## src/rtl/sram_bank_arbiter.sv

```systemverilog
// sram_bank_arbiter: round-robin arbiter that lets two requesters share one
// 4-bank SRAM. It handles one transaction at a time: a write takes ACCESS then
// IDLE, and a read takes ACCESS, RDWAIT, then a one-cycle rvalid pulse.
module sram_bank_arbiter #(
  parameter int WIDTH = 16,
  parameter int DEPTH = 1024,
  localparam int AW   = $clog2(DEPTH),
  localparam int BAW  = AW - 2
) (
  input  logic               clk,
  input  logic               rst,
  input  logic               m0_valid,
  output logic               m0_ready,
  input  logic               m0_we,
  input  logic [AW-1:0]      m0_addr,
  input  logic [WIDTH-1:0]   m0_wdata,
  output logic               m0_rvalid,
  input  logic               m1_valid,
  output logic               m1_ready,
  input  logic               m1_we,
  input  logic [AW-1:0]      m1_addr,
  input  logic [WIDTH-1:0]   m1_wdata,
  output logic               m1_rvalid,
  output logic [WIDTH-1:0]   rdata,
  output logic [3:0]         mem_sel,
  output logic               mem_wren,
  output logic               mem_rden,
  output logic [BAW-1:0]     mem_addr,
  output logic [WIDTH-1:0]   mem_wr_data,
  input  logic [4*WIDTH-1:0] mem_rd_data
);

  typedef enum logic [1:0] {
    IDLE   = 2'd0,
    ACCESS = 2'd1,
    RDWAIT = 2'd2
  } state_t;

  state_t           state;
  state_t           next_state;
  logic             ptr;
  logic             grant0;
  logic             grant1;
  logic             lat_we;
  logic             lat_id;
  logic [AW-1:0]    lat_addr;
  logic [WIDTH-1:0] lat_wdata;
  logic [1:0]       lat_bank;
  logic [WIDTH-1:0] bank_rd [4];

  assign lat_bank = lat_addr[AW-1:AW-2];
  assign m0_ready = grant0;
  assign m1_ready = grant1;

  // Split the packed bank read bus into one word per bank.
  always_comb begin
    for (int b = 0; b < 4; b++) begin
      bank_rd[b] = mem_rd_data[b*WIDTH +: WIDTH];
    end
  end

  // Round-robin grant: only offered in IDLE; the pointer breaks ties, a lone requester always wins.
  always_comb begin
    grant0 = 1'b0;
    grant1 = 1'b0;
    if (state == IDLE && !rst) begin
      if (m0_valid && (!m1_valid || !ptr)) begin
        grant0 = 1'b1;
      end else if (m1_valid) begin
        grant1 = 1'b1;
      end
    end
  end

  // FSM state register.
  always_ff @(posedge clk or posedge rst) begin
    if (rst) begin
      state <= IDLE;
    end else begin
      state <= next_state;
    end
  end

  // Next-state logic plus the bank strobes, which are only live for the single ACCESS cycle.
  always_comb begin
    next_state  = state;
    mem_sel     = 4'b0000;
    mem_wren    = 1'b0;
    mem_rden    = 1'b0;
    mem_addr    = '0;
    mem_wr_data = '0;
    case (state)
      IDLE: begin
        if (grant0 || grant1) begin
          next_state = ACCESS;
        end
      end
      ACCESS: begin
        mem_sel     = 4'b0001 << lat_bank;
        mem_wren    = lat_we;
        mem_rden    = !lat_we;
        mem_addr    = lat_addr[BAW-1:0];
        mem_wr_data = lat_wdata;
        next_state  = lat_we ? IDLE : RDWAIT;
      end
      RDWAIT: begin
        next_state = IDLE;
      end
      default: begin
        next_state = IDLE;
      end
    endcase
  end

  // Capture the winning command and hand priority to the requester that lost this round.
  always_ff @(posedge clk or posedge rst) begin
    if (rst) begin
      ptr       <= 1'b0;
      lat_we    <= 1'b0;
      lat_id    <= 1'b0;
      lat_addr  <= '0;
      lat_wdata <= '0;
    end else if (grant0 || grant1) begin
      ptr       <= grant0;
      lat_id    <= grant1;
      lat_we    <= grant0 ? m0_we    : m1_we;
      lat_addr  <= grant0 ? m0_addr  : m1_addr;
      lat_wdata <= grant0 ? m0_wdata : m1_wdata;
    end
  end

  // Register read data out of the selected bank during RDWAIT and pulse rvalid to the issuer; rdata holds afterwards.
  always_ff @(posedge clk or posedge rst) begin
    if (rst) begin
      m0_rvalid <= 1'b0;
      m1_rvalid <= 1'b0;
      rdata     <= '0;
    end else begin
      m0_rvalid <= (state == RDWAIT) && !lat_id;
      m1_rvalid <= (state == RDWAIT) && lat_id;
      if (state == RDWAIT) begin
        rdata <= bank_rd[lat_bank];
      end
    end
  end

endmodule

```

## config.mk

```make
export PLATFORM = sky130hd
export DESIGN_NAME = sram_bank_arbiter
export DESIGN_NICKNAME = d
export VERILOG_FILES = /design/src/rtl/sram_bank_arbiter.sv
export SDC_FILE = /design/constraint.sdc
export NUM_CORES = 1
export LEC_CHECK = 0
export ABC_AREA = 0
export CAP_MARGIN = 10
export CORE_MARGIN = 5
export CORE_UTILIZATION = 34
export DETAILED_ROUTE_END_ITERATION = 10
export GPL_TIMING_DRIVEN = 0
export PLACE_DENSITY = 0.75
export SETUP_SLACK_MARGIN = 0.02
export SLEW_MARGIN = 15
export SYNTH_ARGS = -nofsm -noshare
export SYNTH_HDL_FRONTEND = slang
export SYNTH_SLANG_ARGS = --single-unit
```

## constraint.sdc

```tcl
create_clock -name clk -period 1.6 [get_ports clk]
set_input_delay 0.32 -clock clk [delete_from_list [all_inputs] [get_ports clk]]
set_output_delay 0.32 -clock clk [all_outputs]
set_load 0.01 [all_outputs]
```

== Word-level counts from Yosys, hierarchy flattened ==
Cells that the tools add are included.
Word-level totals
  bits in registers: 49
  output and inout port bits: 50
  word-level logic and storage cells: 46
Cells by class
  shift-type cells: 1
  reduce and logical (&&, ||, !) cells: 12
  equal/unequal tests: 3
  magnitude comparators: 1
  bitwise gates (word level): 1
  mux-type cells: 19
Operators by type and width (number)
  2-to-1 mux 16 bit: 4
  binary-select mux 16 bit (select 2 bit): 1
  2-to-1 mux 10 bit: 1
  2-to-1 mux 1 bit: 8
  2-to-1 mux 8 bit: 1
  logical NOT 1 bit: 5
  logical AND 1 bit: 4
  2-to-1 mux 2 bit: 2
  2-to-1 mux 4 bit: 1
  one-hot mux 2 bit (2 select lines): 1
  << shifter 1 x 2 -> 4 bit (first input constant): 1
  >= comparator 3 bit (second input constant): 1
  inverter 2 -> 3 bit: 1
  == test 2 x 1 -> 1 bit (second input constant): 1
  == test 2 bit (second input constant): 1
  logical NOT 2 bit: 1
  logical OR 1 bit: 2
  inequality test 2 x 1 -> 1 bit (second input constant): 1

== Depth between registers and ports, before layout ==
Gate-level depths: netlist of the first run.
  depth after elaboration: 8
  depth in mapped cells: 6

== Least setup slack after synthesis of the first run ==
OpenSTA, ideal clock, no wires.
  path kind: register to output
  start point: reg state[0]
  end point: out m1_ready
  data required time: 1280 ps
  cell stages (with the launch flop): 6
  setup slack: -14 ps
  arrival: 1294 ps
  cell sequence: dfrtp_1 nor3_2 buf_4 buf_2 nand2_1 a21oi_1
On the way
  cells in the longest elaborated chain, start to end: 3
RTL lines
  start, declared: line 39  | state_t state;
  start signal, assigned: line 80  | state <= next_state;
  logical NOT 2 bit: line 66  | if (state == IDLE && !rst) begin
  logical AND 1 bit: line 66
  2-to-1 mux 1 bit: line 66
  end, declared: line 19  | output logic m1_ready,
Every way passes these cells.

== Worst setup path in the final report of the first run ==
  start point: reg state[0]
  end point: out mem_wr_data[8]
On the way
  cells in the longest elaborated chain, start to end: 2
RTL lines
  == test 2 x 1 -> 1 bit: line 92  | case (state)
  2-to-1 mux 16 bit: line 92
  end, declared: line 29  | output logic [WIDTH-1:0] mem_wr_data,
Every way passes these cells.

==> flow_summary.yaml, run 1 <==
synthesis:
  synth_top_area_share_pct: 43.1
  ys_top_cells_by_area: "dfrtp_1 43%, mux4_2 8.7%, mux2_2 6.3%"
  synth_top_cell_by_area: "dfrtp_1"
  synthesis.nets: 390
  avgSynthCellArea_um2: 10.6
  synth.distinct_cells: 28
  ys_warn_count: 0
  syn-cell-area_um2: 2850
  synthCells: 268
  yosysSeqAreaShare_pct: 43.1
  ys_seq_elements: 49
critical_path:
  crit_type: "flop to primary output"
  ff2ff_path_depth: 6
  worstSetupEndpointType: "primary output"
  critPathLaunchType: "flop"
  cp.arrival_ns: 1.57
  crit_fanout: 6
  crit_required_ns: 1.28
timing:
  tightest_slew_ns: 0.641
  grt_setup_unrepaired: "true"
  min_period_ns: 1.89
  setup_viol: 41
  finalClockSkew_ns: 0.00751
  slew_headroom_pct: 57.2
  drv_slew: 0
  timing.fmax_ghz: 0.528
  period_share_pct: 118
  setup_ws_ns: -0.295
  final_hold_viol_count: 0
routing:
  wl_per_cell_um: 19.4
  vias_per_cell: 5.30
  drtAntennaViolNets: 0
  routed_wl_mm: 11.3
  first_pass_iters: 4
  dr.first_iter.drc_count: 113
  vias: 3098
  route.detailed.drc: 0
run_status:
  outcome: "complete, but fails checks"
  failed_checks: "negative setup slack"
clock_tree:
  cts_tree: "built"
  numCtsBuffers: 5
  worstSkewPairLatency_ns: 0.30
  cts-root-buf: "clkbuf_8"
  clk_pin_slew_ns: 0.09
  cts_sinks: 49
  hold_buffers: 0
  htreeDepth: 2
  clock_path_buffers: 2
power_and_ir_drop:
  p_comb_share_pct: 53.0
  p_sw_mw: 1.86
  p_int_mw: 3.81
  p_sw_share_pct: 32.8
  p_leak_nw: 2.25
  peakVddDrop_v: 0.000530
  powerDensity_nw_per_um2: 1040
  p_clk_share_pct: 13.3
  power_frac_seq_pct: 33.7
placement:
  port_buffers: 171
  hpwl_mm: 8.09
  post-place-ws_ns: -0.994
  globalplace.congestion: 0.801
  place_area_um2: 4710
floorplan:
  die_x_um: 101
  core_um2: 8180
  die_area_um2: 10300
  rows: 33
  start_util_pct: 34.8
  ios: 172
  die_h_um: 101
global_routing:
  grt.total_usage_pct: 21.0
  grt_overflow: 0
  grt_pass1_wl_mm: 16.8
  antenna_found_initial: 0
  grt_max_degree: 32
  grt_pass1_vias: 3300
finish:
  final_common_cell: "clkdlybuf4s50_1"
  finalNetCount: 601
  layout_common_cells: "133 x clkdlybuf4s50_1, 54 x buf_6, 46 x dfrtp_1, 29 x a21oi_1, 27 x nand3_1"
  diodes: 0
  drive_gt1_share_pct: 37.8
  final_area_um2: 5430
  area_growth_pct: 90.9
  fillers: 629
flow_run:
  max_cap_violations: 0
worst_hold_path:
  holdCritPathClass: "input pin to async pin"
## routing by layer
layer | part of all wire [%] | routed length [µm] | global-route usage, %
met1 | 37 | 4250 | 24.1
met2 | 52 | 5930 | 38.3
met3 | 7.6 | 865 | 4.75
met4 | 2.5 | 278 | 7.16
met5 | 0 | 0 | 0
## Yosys cell counts
cell type / n
o21ai_1: 5
or3_1: 1
nand3_1: 27
buf_4: 2
buf_2: 8
nor3_1: 1
mux4_2: 11
o21ai_0: 22
mux4_1: 5
a21oi_1: 30
nor2_1: 5
nor2b_1: 3
buf_6: 7
dfrtp_1: 49
mux2_2: 16
or2_1: 1
and3_1: 1
and2_4: 1
and2_1: 26
nor3_2: 1
nor3b_1: 1
a31oi_1: 28
clkbuf_1: 10
a21bo_1: 1
nand2b_1: 1
inv_1: 2
a21boi_2: 1
nand2_1: 2
## worst max-delay path: stages, from the launching register on
cell	delay [ns]
dfrtp_2	0.43
nor2b_4	0.29
buf_6	0.14
buf_8	0.10
buf_6	0.09
and2_4	0.13
buf_6	0.09
## what timing repair did
| action | CTS | global route |
|---|---|---|
| gates resized for setup | 204 | 107 |
| pin swaps | 11 | 23 |
| setup buffers | 23 | 13 |
| endpoints found under the setup margin | 68 | 78 |
| cloned | 5 | 0 |
## worst paths after layout
| path | slack [ns] | end | startpoint |
|---|---|---|---|
| setup / recovery | -0.29 | mem_wr_data[8] | state[0] |
| hold / removal | 0.26 | lat_addr[1] | rst |
| setup reg to reg | -0.04 | lat_addr[3] | state[1] |
| hold reg to reg | 0.46 | m0_rvalid | lat_id |
| max in group asynchronous | 0.81 | state[1] | rst |
| min in group clk | 0.39 | ptr | m1_valid |
## registers in the layout, summed over array words and instances, names as in the netlist
register / flops
m0_rvalid: 1
rdata: 16
lat_wdata: 16
state: 2
ptr: 1
lat_addr: 10
m1_rvalid: 1
lat_we: 1
lat_id: 1
## layout make-up
cell class | instances | area [µm²] | area share (%)
multi-input combinational | 190 | 1630 | 30.0
sequential | 49 | 1230 | 22.6
tap | 105 | 131 | 2.42
timing repair buffer | 207 | 2100 | 38.7
buffer | 24 | 243 | 4.47
clock buffer | 7 | 86.3 | 1.59
inverter | 2 | 7.51 | 0.138
## power groups by stage
stage	combinational (mW)	sequential (mW)	clock, mW
floorplan	1.15	1.97	0
global placement	2.44	1.88	0
detailed placement	2.49	1.91	0
CTS	2.73	1.89	0.777
global route	3.19	1.97	0.814
finish	3.00	1.91	0.757
## stage by stage
stage                     instances  setup TNS (ns)  total power [mW]  hold WS (ns)  utilization, %
after floorplan                 268               0              3.11         0.417               -
after global placement          544          -78.12              4.32         0.456            57.4
after detailed placement        545          -32.89              4.40         0.451            57.6
after CTS                       579           -5.63              5.40         0.243            62.5
after global routing            584           -8.35              5.97         0.284            66.4
final                           584           -6.64              5.67         0.260            66.4
## cell families (layout without fill, tap and decap cells)
group / Yosys count / after routing / synth area share (%)
and+or+nand+nor: 71 / 71 / 14.0
AOI/OAI and AO/OA: 87 / 87 / 16.9
buffers and inverters: 29 / 240 / 6.29
muxes: 32 / 32 / 19.7
DFF: 49 / 49 / 43.1
Note: power is estimated with default switching activity, not from simulation.
==> run 2: changes to the inputs <==
--- a/config.mk
+++ b/config.mk
@@ -7,8 +7,10 @@
 export LEC_CHECK = 0
 export ABC_AREA = 0
 export CAP_MARGIN = 10
+export CELL_PAD_IN_SITES_DETAIL_PLACEMENT = 1
+export CELL_PAD_IN_SITES_GLOBAL_PLACEMENT = 2
 export CORE_MARGIN = 5
-export CORE_UTILIZATION = 34
+export CORE_UTILIZATION = 19
 export DETAILED_ROUTE_END_ITERATION = 10
 export GPL_TIMING_DRIVEN = 0
 export PLACE_DENSITY = 0.75
==> run 2 against run 1 <==
Effect of this change:
- the flow still finishes with violations (negative setup slack)
- non-clock buffer count is 1 lower
- sequential cell count unchanged
- clock skew up 0.0026 ns
- largest cell class unchanged
- highest routed layer unchanged
==> flow_summary.yaml, run 2 (synthesized netlist as in run 1, its figures left out) <==
run_status:
  outcome: "complete, but fails checks"
  failed_checks: "negative setup slack"
routing:
  drtAntennaViolNets: 0
  wl_met1_mm: 5.49
  wl_met2_mm: 6.51
  routed-wl-met3_um: 674
  wl_per_cell_um: 19.3
  first_pass_iters: 4
  top_layer: "met4"
  routed_wl_mm: 12.8
  route.detailed.drc: 0
  vias: 3046
  dr.first_iter.drc_count: 94
  vias_per_cell: 4.59
global_routing:
  antenna_found_initial: 1
  grt_overflow: 0
  grt.total_usage_pct: 13.6
  grt_pass1_wl_mm: 19.2
  grt_max_degree: 29
  grt_pass1_vias: 3438
critical_path:
  worstReg2RegEnd: "lat_wdata[1]"
  max_stage_delay_ns: 0.43
  critPathSlowestCell: "dfrtp_2"
  crit_fanout: 4
  crit_type: "flop to primary output"
  endpoint: "m1_ready"
  path_buf_inv: 4
  r2r_setup_slack_ns: -0.13
  path_depth: 7
  r2r-start: "state[1]"
  ff2ff_path_depth: 7
  startpoint: "state[0]"
  critPathLaunchType: "flop"
  cp_cell_sequence: "buf_4 -> nor3_4 -> buf_6 -> buf_8 -> nand2_2 -> a21oi_2 -> buf_2"
  worstSetupEndpointType: "primary output"
  crit_required_ns: 1.28
  cp.arrival_ns: 1.53
  critPathTopFamily: "buffers and inverters"
finish:
  drive_gt1_share_pct: 41.5
  final_common_cell: "clkdlybuf4s50_1"
  finalNetCount: 600
  final_area_um2: 5730
  multiInputGateArea_um2: 1700
  fillers: 1591
  largestRegisters: "lat_wdata x16, rdata x16, lat_addr x10"
  final_util_pct: 39.3
  seq_area_um2: 1230
  fin_cells: 663
  diodes: 0
  area_growth_pct: 101
  layout_common_cells: "136 x clkdlybuf4s50_1, 46 x buf_6, 45 x dfrtp_1, 29 x a21oi_1, 28 x a31oi_1"
power_and_ir_drop:
  p_comb_share_pct: 51.0
  p_clk_share_pct: 18.3
  p_leak_nw: 2.31
  powerDensity_nw_per_um2: 1100
  p_sw_mw: 2.00
  total_power_mw: 6.31
  peakVddDrop_v: 0.000399
  p_int_mw: 4.31
  power_frac_seq_pct: 30.8
  p_sw_share_pct: 31.6
timing:
  min_period_ns: 1.85
  finalClockSkew_ns: 0.0101
  timing.fmax_ghz: 0.540
  grt_setup_unrepaired: "true"
  final_hold_viol_count: 0
  drv_slew: 0
  slew_headroom_pct: 65.6
  setup_ws_ns: -0.254
  period_share_pct: 116
  setup_viol: 41
  tightest_slew_ns: 0.516
placement:
  globalplace.congestion: 0.732
  port_buffers: 171
  place_area_um2: 4810
  dp.cells: 624
  hpwl_mm: 9.27
clock_tree:
  htreeDepth: 2
  cts_tree: "built"
  numCtsBuffers: 5
  cts_sinks: 49
  cts-root-buf: "clkbuf_16"
  clk_pin_slew_ns: 0.07
  worstSkewPairLatency_ns: 0.29
  clock_path_buffers: 2
flow_run:
  max_cap_violations: 0
floorplan:
  start_util_pct: 19.5
  core_um2: 14600
  rows: 44
  ios: 172
  die_area_um2: 17500
  die_x_um: 132
  die_h_um: 132
worst_hold_path:
  holdCritPathClass: "input pin to async pin"
[run 2: cell count changes in the layout (fill, tap and decap cells not counted), moves of 3 or more]
cell | before | now
mux2_2 | 16 | 5
mux2_4 | 0 | 11
o21ai_2 | 10 | 20
buf_6 | 54 | 46
clkbuf_16 | 0 | 8
o21ai_0 | 5 | 0
o21ai_1 | 11 | 6
clkbuf_1 | 3 | 0
clkbuf_8 | 7 | 4
clkdlybuf4s50_1 | 133 | 136
dlymetal6s2s_1 | 3 | 0
mux4_1 | 3 | 0
mux4_2 | 13 | 16
[run 2: worst reg2reg max path, delay by kind of cell (launching register included)]
family,cells,cell delay [ns]
buffers and inverters,4,0.52
flip-flops,1,0.45
AND/OR/NAND/NOR,1,0.42
AO/OA/AOI/OAI,2,0.23
[run 2: timing repair]
item / CTS / global route
pin swaps: 23 / 36
hold buffers: 0 / 0
buffers inserted: 21 / 6
endpoints found under the setup margin: 69 / 70
resized for setup: 258 / 81
gates cloned: 3 / 3
[run 2: through the flow]
stage                     hold WS (ns)  setup TNS (ns)  worst slack [ns]
after CTS                        0.304           -6.05            -0.324
after detailed placement         0.466          -41.17             -1.07
after global placement           0.452          -95.21             -1.13
after global routing             0.329           -7.84            -0.299
final                            0.268           -5.59            -0.254
after floorplan                  0.417               0            0.0276
[run 2: layout make-up]
type                       instances  share of cell area (%)
buffer                            25                    4.61
timing repair buffer             205                    37.4
multi-input combinational        190                    29.6
tap                              184                    4.02
sequential                        49                    21.5
inverter                           2                   0.131
clock buffer                       7                    2.66
clock inverter                     1                  0.0873
[run 2: power by group through the flow]
stage	Clock, mW	Combinational, mW	Sequential [mW]
detailed placement	0	2.54	1.91
CTS	1.19	2.94	1.91
global placement	0	2.50	1.89
finish	1.15	3.21	1.94
floorplan	0	1.15	1.97
global route	1.22	3.44	2.01
[run 2: routing by layer]
layer  vias to the layer above  GRT usage, %
met2                       104          23.4
met1                      1511          17.5
met3                         8          3.40
li1                       1423             -
met5                         -             0
met4                         0          2.38
[run 2: how the worst min path moves through the flow]
stage	from	endpoint	slack [ns]	cells past startpoint
2_1_floorplan	lat_id	m0_rvalid	0.42	1
3_3_place_gp	lat_id	m0_rvalid	0.45	1
3_5_place_dp	lat_id	m0_rvalid	0.47	1
4_1_cts	rst	lat_wdata[15]	0.30	2
5_1_grt	rst	lat_wdata[15]	0.33	2
6_report	rst	lat_addr[2]	0.27	2
